--- src/rtl/led_breath_ctrl.sv ---
// Breathing-LED duty sequencer: triangular duty ramp with hold plateaus at
// both ends, updated once per PWM period and announced by a one-cycle strobe.
module led_breath_ctrl #(
  parameter int DUTY_W     = 8,
  parameter int STEP       = 1,
  parameter int HOLD_TICKS = 16,
  parameter int TICK_DIV   = 256
) (
  input  logic              clk,
  input  logic              rst,
  input  logic              en,
  output logic [DUTY_W-1:0] duty,
  output logic              duty_valid,
  output logic [1:0]        phase,
  output logic              cycle_done
);

  localparam int CNT_W  = $clog2(TICK_DIV);
  localparam int HOLD_W = $clog2(HOLD_TICKS + 1);
  localparam logic [DUTY_W-1:0] MAX    = {DUTY_W{1'b1}};
  localparam logic [DUTY_W-1:0] STEP_V = DUTY_W'(STEP);
  localparam logic [CNT_W-1:0]  CNT_LAST  = CNT_W'(TICK_DIV - 1);
  localparam logic [HOLD_W-1:0] HOLD_LAST = HOLD_W'(HOLD_TICKS - 1);

  typedef enum logic [1:0] {
    LOW_HOLD  = 2'd0,
    RAMP_UP   = 2'd1,
    HIGH_HOLD = 2'd2,
    RAMP_DOWN = 2'd3
  } state_t;

  // Top bit flags that the ramp hit its end (clamped at MAX / floored at 0).
  function automatic logic [DUTY_W:0] sat_up(input logic [DUTY_W-1:0] d);
    logic [DUTY_W:0] s;
    s = {1'b0, d} + {1'b0, STEP_V};
    if (s >= {1'b0, MAX}) sat_up = {1'b1, MAX};
    else                  sat_up = {1'b0, s[DUTY_W-1:0]};
  endfunction

  function automatic logic [DUTY_W:0] floor_down(input logic [DUTY_W-1:0] d);
    if (d <= STEP_V) floor_down = {1'b1, {DUTY_W{1'b0}}};
    else             floor_down = {1'b0, d - STEP_V};
  endfunction

  state_t            r_state;
  logic [CNT_W-1:0]  r_cnt;
  logic [HOLD_W-1:0] r_hold;
  logic [DUTY_W-1:0] r_duty;
  logic              r_valid;
  logic              r_done;

  logic              w_tick;
  logic              w_hold_end;
  logic [DUTY_W:0]   w_up;
  logic [DUTY_W:0]   w_dn;

  assign w_tick     = en && (r_cnt == CNT_LAST);
  assign w_hold_end = (r_hold == HOLD_LAST);
  assign w_up       = sat_up(r_duty);
  assign w_dn       = floor_down(r_duty);

  always_ff @(posedge clk or posedge rst) begin
    if (rst) begin
      r_state <= LOW_HOLD;
      r_cnt   <= '0;
      r_hold  <= '0;
      r_duty  <= '0;
      r_valid <= 1'b0;
      r_done  <= 1'b0;
    end else begin
      r_valid <= w_tick;
      r_done  <= 1'b0;
      // Disabling parks the divider at 0 so a full period elapses after re-enable.
      if (!en)         r_cnt <= '0;
      else if (w_tick) r_cnt <= '0;
      else             r_cnt <= r_cnt + 1'b1;

      if (w_tick) begin
        case (r_state)
          LOW_HOLD: begin
            if (w_hold_end) begin
              r_hold  <= '0;
              r_state <= RAMP_UP;
            end else begin
              r_hold <= r_hold + 1'b1;
            end
          end
          RAMP_UP: begin
            r_duty <= w_up[DUTY_W-1:0];
            if (w_up[DUTY_W]) r_state <= HIGH_HOLD;
          end
          HIGH_HOLD: begin
            if (w_hold_end) begin
              r_hold  <= '0;
              r_state <= RAMP_DOWN;
            end else begin
              r_hold <= r_hold + 1'b1;
            end
          end
          RAMP_DOWN: begin
            r_duty <= w_dn[DUTY_W-1:0];
            if (w_dn[DUTY_W]) begin
              r_state <= LOW_HOLD;
              r_done  <= 1'b1;
            end
          end
          default: r_state <= LOW_HOLD;
        endcase
      end
    end
  end

  assign duty       = r_duty;
  assign duty_valid = r_valid;
  assign phase      = r_state;
  assign cycle_done = r_done;

endmodule
--- config.mk ---
export PLATFORM = sky130hd
export DESIGN_NAME = led_breath_ctrl
export DESIGN_NICKNAME = d
export VERILOG_FILES = /design/src/rtl/led_breath_ctrl.sv
export SDC_FILE = /design/constraint.sdc
export NUM_CORES = 1
export LEC_CHECK = 0
export ABC_CLOCK_PERIOD_IN_PS = 1900
export CORE_MARGIN = 2
export CORE_UTILIZATION = 51
export DETAILED_ROUTE_END_ITERATION = 6
export PLACE_DENSITY = 0.76
export SLEW_MARGIN = 20
export SYNTH_ARGS = -nofsm -noshare
export SYNTH_HDL_FRONTEND = slang
export SYNTH_SLANG_ARGS = --single-unit
--- constraint.sdc ---
create_clock -name clk -period 1.9 [get_ports clk]
set_input_delay 0.38 -clock clk [delete_from_list [all_inputs] [get_ports clk]]
set_output_delay 0.38 -clock clk [all_outputs]
set_load 0.01 [all_outputs]
==> results of run 1 <==
[placed cells by master (no fill, tap or decap), types with 3 or more instances in the layout]
| master | instances |
|---|---|
| ha_1 | 6 |
| buf_4 | 48 |
| clkbuf_4 | 3 |
| xnor2_1 | 3 |
| o211ai_1 | 3 |
| a21oi_1 | 7 |
| nand3_1 | 9 |
| xor2_1 | 5 |
| a21boi_1 | 3 |
| clkdlybuf4s50_1 | 11 |
| nand2_1 | 16 |
| dlymetal6s2s_1 | 3 |
| ha_2 | 3 |
| and2_1 | 4 |
| a41oi_1 | 4 |
| buf_6 | 3 |
| dfrtp_1 | 24 |
| o21ai_0 | 4 |
| o31ai_1 | 3 |
| mux2i_1 | 3 |
| inv_1 | 10 |
| nor2_1 | 13 |
| o21ai_1 | 7 |
| o221ai_2 | 3 |
[power by group through the flow]
stage	combinational, mW	clock (mW)	sequential (mW)
6_report	0.0414	0.248	0.540
5_1_grt	0.0475	0.270	0.541
4_1_cts	0.0418	0.250	0.540
3_5_place_dp	0.0416	0	0.550
3_3_place_gp	0.0392	0	0.550
2_1_floorplan	0.0163	0	0.551
[cell families (layout without fill, tap and decap cells)]
family | Yosys count | count (layout) | synth area share
flops | 25 | 25 | 0.381
compound gates | 50 | 50 | 0.226
xor+xnor | 8 | 8 | 0.0427
fa+ha+maj | 10 | 10 | 0.0762
buf+inv | 21 | 81 | 0.0526
mux | 6 | 6 | 0.0389
simple gates | 61 | 61 | 0.183
[worst paths after layout]
kind,start,end,slack (ns),cells past startpoint
worst max-delay path,duty[2],duty[2],-0.04,6
worst min-delay path,rst,duty_valid,0.39,3
worst min register to register,r_hold[3],r_hold[3],0.54,1
worst max register to register,duty[2],duty[2],-0.04,6
min in group clk,r_hold[3],r_hold[3],0.54,1
max in group asynchronous,rst,duty[0],1.26,3
[stage by stage]
step	instances	power (mW)	area (µm²)	setup slack [ns]
after floorplan	181	0.568	1640	-0.193
after global placement	274	0.589	2130	-0.308
after detailed placement	274	0.592	2130	-0.347
after CTS	283	0.832	2260	-0.0553
after global routing	285	0.858	2320	-0.107
final	285	0.829	2320	-0.0396
[worst reg2reg max path, stage by stage (launching register included)]
cell,delay [ns]
dfrtp_1,0.43
or4_4,0.57
o41ai_4,0.25
buf_4,0.21
o221ai_2,0.09
a211oi_2,0.24
a21oi_1,0.06
[flip-flops by register name, summed over array words and instances, names as in the netlist]
signal / flops
duty: 8
r_cnt: 8
r_hold: 5
phase: 2
cycle_done: 1
duty_valid: 1
[routing by layer]
layer / GRT usage / share of wire / vias up
met3: 0.0171 / 0.034 / 11
met2: 0.484 / 0.54 / 38
li1: - / - / 782
met4: 0.0776 / 0.026 / 0
met1: 0.289 / 0.40 / 783
met5: 0 / 0 / -
[final cells by class]
cell class | instances | area [µm²]
multi-input cells | 135 | 1020
fillers | 214 | 732
flip-flops and latches | 25 | 627
repair buffers | 65 | 542
well taps | 44 | 55.1
inverters | 12 | 45.0
clock buffers | 3 | 22.5
clock inverters | 1 | 7.51
[repair_timing]
action / 4_1_cts / 5_1_grt
gates resized for setup: 17 / 18
setup endpoints to repair: 6 / 14
setup buffers: 5 / 2
pin swaps: 7 / 3
==> results.sh, run 1 <==
export IMPL_fp_row_count=20
export IMPL_die_x_um=60.7
export IMPL_p_sw_uw=192
export IMPL_p_comb_frac=0.050
export IMPL_hold_class="in2async"
export IMPL_clk_path_buf_depth=2
export IMPL_outcome="finished with violations"
export IMPL_grt_use_total=0.249
export IMPL_post_route_util=0.760
export IMPL_worstSetupPathType="reg2reg"
export IMPL_ys_flop_type="dfrtp_1"
export IMPL_hpwl_mm=3.18
export IMPL_critPathMaxStageDelay_ns=0.57
export IMPL_wl_mm=4.26
export IMPL_cp_arrival_ns=2.17
export IMPL_slew_headroom=0.638
export IMPL_clockPowerShare=0.299
export IMPL_cp_start_kind="flop"
export IMPL_synth_area_um2=1640
export IMPL_synth_largest_area_cell="dfrtp_1"
export IMPL_via_per_inst=5.66
export IMPL_violations="setup timing"
export IMPL_num_antenna_cells=0
export IMPL_async_flop_share=1.00
export IMPL_drc=0
export IMPL_fp_dieH_um=60.7
export IMPL_clkLatencyLatePin_ns=0.33
export IMPL_cts_root_buf="clkbuf_4"
export IMPL_setup_violations=4
export IMPL_critPathCaptureType="flop"
export IMPL_ys_warn_count=0
export IMPL_numCtsBuffers=3
export IMPL_cts_htree_levels=1
export IMPL_synthCells=181
export IMPL_skew_ns=0.00675
export IMPL_area_growth_syn_to_layout_pct=41.4
export IMPL_timing_fmax_mhz=516
export IMPL_synth_edf_count=0
export IMPL_grt_antenna_before_repair=0
export IMPL_path_clk_slew_ns=0.14
export IMPL_ys_seq_area_frac=0.381
export IMPL_slew_violations=0
export IMPL_crit_fanout=5
export IMPL_initial_core_util=0.538
export IMPL_cap_viol_max_count=0
export IMPL_drtPass1Iterations=4
export IMPL_setup_tns_ns=-0.106
export IMPL_cts_tree="done"
export IMPL_grt_pass1_wl_mm=6.82
export IMPL_swShare=0.232
export IMPL_path_cells="or4_4, o41ai_4, buf_4, o221ai_2, a211oi_2, a21oi_1"
export IMPL_pwr_density_cell_nw_per_um2=357
export IMPL_fin_crit_sh=1.02
export IMPL_via_count=1614
export IMPL_ys_types=43
export IMPL_rsz0062_at_grt="yes"
export IMPL_holdWs_ns=0.387
export IMPL_drive_above_1_share=0.336
export IMPL_synth_most_common_cell="dfrtp_1"
export IMPL_dieArea_um2=3690
export IMPL_worstPathRequired_ns=2.13
export IMPL_gp_congestion=0.900
export IMPL_grt_pass1_vias=1562
export IMPL_hold_violations=0
export IMPL_max_vdd_ir_drop_mv=0.370
export IMPL_syn_nets=194
export IMPL_fin_nets=255
export IMPL_synth_area_per_cell_um2=9.07
export IMPL_portBuffers=14
export IMPL_p_leak_nw=1.06
export IMPL_critPathTopFamily="compound AO/OA/AOI/OAI gates"
export IMPL_crit_buf_inv=1
export IMPL_critPathSlowestCell="or4_4"
export IMPL_finalCriticalPeriod_ns=1.94
export IMPL_grt_max_degree=26
export IMPL_core_area_um2=3050
export IMPL_cts_sinks=25
export IMPL_power_frac_seq=0.651
export IMPL_yosys_top_cells_count="25 x dfrtp_1, 16 x nand2_1, 14 x nor2_1"
export IMPL_fin_ws_ns=-0.0396
export IMPL_p_int_uw=637
export IMPL_tightest_slew_ns=0.539
export IMPL_antenna_left=0
export IMPL_drt_iter0_drc=88
export IMPL_ys_seq_elements=25
export IMPL_overflow=0
export IMPL_netlist_area_leader_share=0.381
export IMPL_io_pins=15
export IMPL_cts_hold_buf=0
export IMPL_wl_per_cell_um=14.9
export IMPL_synth_area_leaders="dfrtp_1 38%, ha_1 7.6%, nand2_1 3.7%, nor2_1 3.2%, nand3_1 3.0%"
(Power assumes the default switching activity.)
==> inputs of run 2 (changes only) <==
MAX_ROUTING_LAYER = met4   (was not set)
==> run 2 against run 1 <==
Against the previous run: the run still ends with setup timing left; first-iteration DRC count is 10% higher; non-clock buffer count is 2 lower; power is 0.34% lower; clock skew is 0.0032 ns higher; register-to-register slack hardly changed; global-route usage is 2.1 points higher; design area is 0.65% lower; wire length is 1.2% lower; core utilization is 0.49 points lower; die area stayed put; largest cell class unchanged; largest power group unchanged.
==> results.sh, run 2 (synthesis results as in run 1) <==
export IMPL_drive_above_1_share=0.326
export IMPL_fin_crit_sh=1.02
export IMPL_gp_congestion=0.895
export IMPL_via_count=1608
export IMPL_core_area_um2=3050
export IMPL_fin_ws_ns=-0.0432
export IMPL_timing_fmax_mhz=515
export IMPL_skew_ns=0.00994
export IMPL_worstPathRequired_ns=2.12
export IMPL_hpwl_mm=3.13
export IMPL_grt_pass1_vias=1628
export IMPL_area_growth_syn_to_layout_pct=40.5
export IMPL_slew_headroom=0.640
export IMPL_layout_common_cells="46 x buf_4, 24 x dfrtp_1, 16 x nand2_1"
export IMPL_rsz0062_at_grt="yes"
export IMPL_slew_violations=0
export IMPL_numCtsBuffers=3
export IMPL_clk_path_buf_depth=2
export IMPL_cts_htree_levels=1
export IMPL_portBuffers=14
export IMPL_cp_arrival_ns=2.16
export IMPL_critPathCaptureType="flop"
export IMPL_holdWs_ns=0.390
export IMPL_dp_cells=274
export IMPL_wl_mm=4.20
export IMPL_tightest_slew_ns=0.535
export IMPL_fin_nets=253
export IMPL_cts_root_buf="clkbuf_4"
export IMPL_cap_viol_max_count=0
export IMPL_grt_pass1_wl_mm=7.26
export IMPL_path_clk_slew_ns=0.15
export IMPL_hold_class="in2async"
export IMPL_cts_sinks=25
export IMPL_critPathMaxStageDelay_ns=0.40
export IMPL_critPathTopFamily="compound AO/OA/AOI/OAI gates"
export IMPL_overflow=0
export IMPL_p_total_uw=827
export IMPL_die_x_um=60.7
export IMPL_via_per_inst=5.68
export IMPL_cts_hold_buf=0
export IMPL_clkLatencyLatePin_ns=0.32
export IMPL_max_vdd_ir_drop_mv=0.570
export IMPL_p_leak_nw=1.05
export IMPL_fp_row_count=20
export IMPL_cp_start_kind="flop"
export IMPL_fp_dieH_um=60.7
export IMPL_crit_buf_inv=2
export IMPL_outcome="finished with violations"
export IMPL_initial_core_util=0.538
export IMPL_setup_violations=4
export IMPL_drt_iter0_drc=97
export IMPL_grt_use_total=0.270
export IMPL_violations="setup timing"
export IMPL_io_pins=15
export IMPL_hold_violations=0
export IMPL_crit_fanout=4
export IMPL_wl_per_cell_um=14.9
export IMPL_final_cells=283
export IMPL_drtPass1Iterations=4
export IMPL_drc=0
export IMPL_num_antenna_cells=0
export IMPL_antenna_left=0
export IMPL_finalCriticalPeriod_ns=1.94
export IMPL_grt_max_degree=26
export IMPL_grt_antenna_before_repair=0
export IMPL_pwr_density_cell_nw_per_um2=358
export IMPL_worstSetupPathType="reg2reg"
export IMPL_critPathSlowestCell="dfrtp_2"
export IMPL_final_common_cell="buf_4"
export IMPL_cts_tree="done"
export IMPL_path_cells="inv_2, buf_4, ha_1, o211ai_1, nand3_2, o2111a_2, mux2_4"
export IMPL_dieArea_um2=3690
export IMPL_fill_cells=234
run 2: power by group:
group	total, mW	internal (mW)	leakage (nW)	switching, mW
sequential	0.540	0.537	0.315	0.00291
combinational	0.0403	0.0190	0.726	0.0213
clock	0.246	0.0804	0.0139	0.166
total	0.827	0.637	1.05	0.190
run 2: per-stage QoR:
step           setup TNS [ns]  worst slack (ns)  area, µm²  utilization
2_1_floorplan          -0.270            -0.193       1640            -
3_3_place_gp            -2.11            -0.305       2130        0.697
3_5_place_dp            -2.56            -0.360       2130        0.697
4_1_cts                -0.380           -0.0824       2230        0.732
5_1_grt                -0.701            -0.132       2310        0.755
6_report              -0.0779           -0.0432       2310        0.755
run 2: tightest hold or removal path: stages:
cell and delay, ns:
clkdlybuf4s50_1 0.40, inv_1 0.05, buf_4 0.30
run 2: metal layers:
metal	global-route usage	part of all wire
met3	0.0192	0.038
met5	-	0
met2	0.465	0.52
met1	0.332	0.41
met4	0.102	0.024
run 2: repair_timing:
| action | 4_1_cts | 5_1_grt |
|---|---|---|
| setup buffers | 6 | 0 |
| pin swaps | 10 | 13 |
| endpoints found under the setup margin | 7 | 13 |
| gates resized for setup | 9 | 25 |
run 2: path summary, 6_finish.rpt:
check,to,slack (ns),start,cells past startpoint
setup / recovery,phase[1],-0.04,duty[0],7
hold / removal,r_cnt[2],0.39,rst,3
setup reg to reg,phase[1],-0.04,duty[0],7
hold reg to reg,r_hold[3],0.54,r_hold[3],1
max in group asynchronous,duty[0],1.26,rst,3
min in group clk,r_hold[3],0.54,r_hold[3],1
run 2: area by class of cell:
type                            count  area (µm²)  share of cell area
Timing Repair Buffer               63         527               0.228
Tap cell                           44        55.1              0.0239
Multi-Input combinational cell    135        1020               0.443
Inverter                           12        45.0              0.0195
Clock buffer                        3        22.5             0.00977
Clock inverter                      1        7.51             0.00326
Sequential cell                    25         627               0.272
